### config.mk
export PLATFORM = sky130hd
export DESIGN_NAME = ascon_ctrl_fsm
export DESIGN_NICKNAME = d
export VERILOG_FILES = /design/src/rtl/ascon_ctrl_fsm.sv
export SDC_FILE = /design/constraint.sdc
export NUM_CORES = 1
export LEC_CHECK = 0
export ABC_AREA = 1
export BUFFER_PORTS_ARGS = -buffer_cell sky130_fd_sc_hd__buf_4
export CAP_MARGIN = 20
export CELL_PAD_IN_SITES_DETAIL_PLACEMENT = 0
export CELL_PAD_IN_SITES_GLOBAL_PLACEMENT = 1
export CORE_UTILIZATION = 41
export CTS_BUF_LIST = sky130_fd_sc_hd__clkbuf_8
export DETAILED_ROUTE_END_ITERATION = 16
export PLACE_DENSITY_LB_ADDON = 0.1
export SYNTH_ARGS = -nofsm -noshare
export SYNTH_HDL_FRONTEND = slang
export SYNTH_SLANG_ARGS = --single-unit
export TNS_END_PERCENT = 5
### constraint.sdc
create_clock -name clock_i -period 4.52 [get_ports clock_i]
set_input_delay 0.226 -clock clock_i [delete_from_list [all_inputs] [get_ports clock_i]]
set_output_delay 0.226 -clock clock_i [all_outputs]
set_load 0.01 [all_outputs]
### src/rtl/ascon_ctrl_fsm.sv
// Sequencing controller for the ASCON-128 permutation datapath: one round per clock
// through init p^a, AD/PT absorption p^b, finalisation p^a and tag release.
module ascon_ctrl_fsm #(
   parameter int unsigned ROUNDS_A  = 12,
   parameter int unsigned ROUNDS_B  = 6,
   parameter int unsigned BLK_CNT_W = 8
) (
   input  logic                 clock_i,
   input  logic                 reset_i,
   input  logic                 start_i,
   input  logic [BLK_CNT_W-1:0] ad_nb_i,
   input  logic [BLK_CNT_W-1:0] pt_nb_i,
   input  logic                 block_valid_i,
   output logic                 block_ready_o,
   output logic [3:0]           round_o,
   output logic                 input_mode_o,
   output logic                 enable_state_o,
   output logic                 xor_begin_data_o,
   output logic                 xor_begin_key_o,
   output logic                 bypass_xor_end_o,
   output logic                 mode_xor_key_o,
   output logic                 cipher_valid_o,
   output logic                 tag_valid_o,
   output logic                 busy_o
);

   localparam logic [3:0] RND_LAST = 4'(ROUNDS_A - 1);
   localparam logic [3:0] RND_B0   = 4'(12 - ROUNDS_B);

   localparam logic [2:0] S_IDLE    = 3'd0;
   localparam logic [2:0] S_INIT    = 3'd1;
   localparam logic [2:0] S_AD_WAIT = 3'd2;
   localparam logic [2:0] S_AD_RUN  = 3'd3;
   localparam logic [2:0] S_PT_WAIT = 3'd4;
   localparam logic [2:0] S_PT_RUN  = 3'd5;
   localparam logic [2:0] S_FINAL   = 3'd6;
   localparam logic [2:0] S_TAG     = 3'd7;

   logic [2:0]           state, state_d;
   logic [3:0]           rnd, rnd_d;
   logic [BLK_CNT_W-1:0] ad_cnt, ad_cnt_d;
   logic [BLK_CNT_W-1:0] pt_cnt, pt_cnt_d;
   logic                 pt_last;

   assign pt_last = (pt_cnt == BLK_CNT_W'(1));

   // State and counter registers
   always_ff @(posedge clock_i) begin
      if (reset_i) begin
         state  <= S_IDLE;
         rnd    <= 4'd0;
         ad_cnt <= '0;
         pt_cnt <= '0;
      end else begin
         state  <= state_d;
         rnd    <= rnd_d;
         ad_cnt <= ad_cnt_d;
         pt_cnt <= pt_cnt_d;
      end
   end

   // Next-state and datapath control decode
   always_comb begin
      state_d          = state;
      rnd_d            = rnd;
      ad_cnt_d         = ad_cnt;
      pt_cnt_d         = pt_cnt;
      block_ready_o    = 1'b0;
      round_o          = 4'd0;
      input_mode_o     = 1'b1;
      enable_state_o   = 1'b0;
      xor_begin_data_o = 1'b0;
      xor_begin_key_o  = 1'b0;
      bypass_xor_end_o = 1'b1;
      mode_xor_key_o   = 1'b0;
      cipher_valid_o   = 1'b0;
      tag_valid_o      = 1'b0;
      busy_o           = (state != S_IDLE);

      case (state)
         S_IDLE: begin
            if (start_i && (ad_nb_i != '0) && (pt_nb_i != '0)) begin
               ad_cnt_d = ad_nb_i;
               pt_cnt_d = pt_nb_i;
               rnd_d    = 4'd0;
               state_d  = S_INIT;
            end
         end
         S_INIT: begin
            enable_state_o = 1'b1;
            round_o        = rnd;
            input_mode_o   = (rnd != 4'd0);
            if (rnd == RND_LAST) begin
               bypass_xor_end_o = 1'b0;
               mode_xor_key_o   = 1'b1;
               state_d          = S_AD_WAIT;
            end else begin
               rnd_d = rnd + 4'd1;
            end
         end
         S_AD_WAIT: begin
            block_ready_o = 1'b1;
            round_o       = RND_B0;
            if (block_valid_i) begin
               xor_begin_data_o = 1'b1;
               enable_state_o   = 1'b1;
               ad_cnt_d         = (ad_cnt != '0) ? ad_cnt - BLK_CNT_W'(1) : ad_cnt;
               rnd_d            = RND_B0 + 4'd1;
               state_d          = S_AD_RUN;
            end
         end
         S_AD_RUN: begin
            enable_state_o = 1'b1;
            round_o        = rnd;
            if (rnd == RND_LAST) begin
               // Domain separation after the last AD block
               if (ad_cnt == '0) begin
                  bypass_xor_end_o = 1'b0;
                  state_d          = S_PT_WAIT;
               end else begin
                  state_d = S_AD_WAIT;
               end
            end else begin
               rnd_d = rnd + 4'd1;
            end
         end
         S_PT_WAIT: begin
            block_ready_o = 1'b1;
            round_o       = pt_last ? 4'd0 : RND_B0;
            if (block_valid_i) begin
               xor_begin_data_o = 1'b1;
               cipher_valid_o   = 1'b1;
               enable_state_o   = 1'b1;
               pt_cnt_d         = (pt_cnt != '0) ? pt_cnt - BLK_CNT_W'(1) : pt_cnt;
               if (pt_last) begin
                  xor_begin_key_o = 1'b1;
                  rnd_d           = 4'd1;
                  state_d         = S_FINAL;
               end else begin
                  rnd_d   = RND_B0 + 4'd1;
                  state_d = S_PT_RUN;
               end
            end
         end
         S_PT_RUN: begin
            enable_state_o = 1'b1;
            round_o        = rnd;
            if (rnd == RND_LAST) begin
               state_d = S_PT_WAIT;
            end else begin
               rnd_d = rnd + 4'd1;
            end
         end
         S_FINAL: begin
            enable_state_o = 1'b1;
            round_o        = rnd;
            if (rnd == RND_LAST) begin
               bypass_xor_end_o = 1'b0;
               mode_xor_key_o   = 1'b1;
               state_d          = S_TAG;
            end else begin
               rnd_d = rnd + 4'd1;
            end
         end
         S_TAG: begin
            tag_valid_o = 1'b1;
            rnd_d       = 4'd0;
            state_d     = S_IDLE;
         end
         default: state_d = S_IDLE;
      endcase
   end

endmodule

==> impl_results.md <==
- Status: finished, final reports clean
- Critical path launch point: state[1]
- Register area share after synthesis: 0.256
- Routed len/inst: 11.2 um
- Area contributors post-synth: dfxtp_1, nand2_1, nor2_1
- Routed Antenna Nets: 0
- Number of global-route vias before repair: 1717
- Synth area leader: dfxtp_1
- Worst Hold Class: in -> reg
- Maximum clock rate: 467 MHz
- Worst setup SP type: flop
- Effective utilization at floorplan: 0.438
- Largest net degree at the start of global routing: 19
- Fin crit period: roughly 2100 ps
- Share of cells above drive strength 1: 0.163
- Type of the worst setup path: reg -> out
- Yosys reg bits: 23
- Deepest clock path buffer count: 2
- Hold path start: reset_i
- Num ports: 34
- Via Count: 1928
- PD cells: 721 mW/mm^2
- Adder-Cell Fraction of Synth Area: 0.0347
- Initial antenna violation count: 0
- Peak VDD IR: 229 uV
- Worst Setup End Kind: output pin
- TNS Setup: 0 ps
- CP arrival: 1910 ps
- # placed instances: between 300 and 400
- Initial DRT Pass Iterations: 4
- Total track usage: 0.214
- Rows: 23
- GP Congestion: 0.789
- Area Overhead vs Synth: 17.9%
- Worst reg2reg startpoint: state[1]
- Count of cell types in the netlist: 28
- DRT iter0 DRCs: between 100 and 150
- MaxCap Viol Count: 0
- RSZ-0062 raised after global routing: false
- Die area: between 0.004 and 0.005 sq mm
- Post-synthesis simple-gate area fraction: 0.431
- First-pass GRT wire length: around 7.6 mm
- Post-CTS setup buffers: 0
- Ys async rst share: 0
- Non-Filler Cell Area, Final: 0.00212 sq mm
- GRT overflow: 0
- Rel. slew slack: 0.604
- Nets@finish: around 380
- Synth Cell Area: 0.00180 sq mm
- Ys flop type: dfxtp_1
- Cell Count, Final, Fillers Out: 400
- Lkg Pwr: about 0.0011 uW
- Routed wire length: 4.48 mm
- Largest fanout on the critical path: 14
- DP Area: approximately 0.0021 sq mm
- Worst Skew: 4.91 ps
- Port bufs: 33
- Slew @ Worst Pin: between 500 and 600 ps
- CTS Sinks: 23
- Root buf cell: clkbuf_8
- Hpwl dp: 3.42 mm
- DR vias/cell: 4.82
- Fin. max-slew vios: 0
- Worst-Skew Late Latency: 270 ps
- Largest family of logic cells by synthesized area: simple AND/OR/NAND/NOR gates
- Final period utilization: 0.473
- Htree depth: 1
- PostCTS Resize Cnt: 0
- CTS tree: yes
- Mean area per synthesized cell: 5.66 sq um
- Die Y: 68.3 um
- Remaining DRCs: 0
- Yosys warns: 0
- Critical path required time: between 4000 and 5000 ps
- Clock-pin slew on the worst setup and hold paths: 90 ps
- Core area: 0.00412 sq mm
- Clock buffer count from CTS: 3
- Final setup fails: 0
- Die W: 68.3 um
- Synth top area share: 0.256
- Post-synth net total: 343
- Compound-Gate Fraction of Synth Area: 0.134
- Cts hold-fix bufs: 0
- Mux share of post-synthesis cell area: 0
- Number of flops mapped to enable cells by yosys: 0
- Post-synthesis xor/xnor area fraction: 0.00973
- Hold Fails Final Rpt: 0
- Cells after synthesis: 318
- Number of antenna diodes: 0
==> critical path: stages, from the launching register on <==
cell and delay (ps):
dfxtp_1 400, inv_2 80, nor2_1 150, inv_2 70, nor2_4 290, inv_2 140
nand2_1 130, inv_2 70, o21ai_0 160, buf_4 150
==> layer usage <==
metal / global-route usage / up-vias / share of wire
li1: - / 1056 / -
met1: 0.281 / 838 / 0.50
met2: 0.370 / 29 / 0.47
met3: 0.0200 / 5 / 0.027
met4: 0.0547 / 0 / 0.011
met5: 0 / - / 0
==> cells in the mapped netlist (2+ instances only) <==
master	number
ha_1	5
nand3_1	19
nor2_1	61
o21ai_0	24
o21ai_1	2
nand4_1	9
nand2_1	81
xor2_1	2
dfxtp_1	23
nand3_2	2
inv_2	7
nor3_1	2
inv_1	48
buf_2	2
a21oi_1	12
nand2_2	5
a21oi_2	3
==> through the flow <==
stage | utilization | hold WS, ps | setup WS (ps) | power (uW)
finish | 0.516 | 149 | 2380 | 1530
global route | 0.516 | 159 | 2200 | 1730
CTS | 0.516 | 143 | 2370 | 1530
detailed placement | 0.505 | 438 | 2680 | 1400
global placement | 0.505 | 443 | 2730 | 1400
floorplan | - | 295 | 3010 | 1160
==> registers in the layout, indices dropped and copies added (netlist names) <==
register / count
ad_cnt: 8
pt_cnt: 8
state: 3
rnd: 4
==> final cells by class <==
cell class,count,area [sq um]
fillers,451,1990
inverters,56,210
clock inverters,1,3.75
flip-flops and latches,23,460
multi-input cells,234,1100
repair buffers,33,248
well taps,50,62.6
clock buffers,3,41.3
==> layout by cell type, fill, tap and decap left out <==
cell      instances
nand4_1           9
inv_2             7
nor2_4            1
nor2_1           61
and2_0            1
inv_1            49
clkbuf_8          3
o22ai_1           1
o21ai_0          24
clkinv_1          1
a31oi_1           1
xor2_1            2
nor2_2            1
or2_2             1
nand3_2           2
nand2_1          81
dfxtp_1          23
a21oi_2           3
buf_4            33
nand3_1          19
nand2_2           5
nor3_1            2
ha_1              5
a21oi_1          12
o21ai_1           2
o211ai_2          1
==> power by group <==
group	internal [uW]	leakage (uW)	switching (uW)	total, uW
Sequential	296	0.000190	76.3	372
Combinational	356	0.000923	668	1020
Clock	60.9	0.0000269	73.5	134
==> worst paths after layout <==
kind                     to  slack, ps  cells past startpoint
min reg2reg       pt_cnt[4]        480                      2
min                  rnd[3]        150                      2
max reg2reg       ad_cnt[4]       2810                      9
max          enable_state_o       2380                      9
==> kinds of logic after synthesis <==
group                    count (synthesis)
AND/OR/NAND/NOR                        183
adder cells (fa/ha/maj)                  5
AO/OA/AOI/OAI                           44
XOR/XNOR                                 2
flip-flops                              23
buffers and inverters                   61
(Power assumes the default switching activity.)
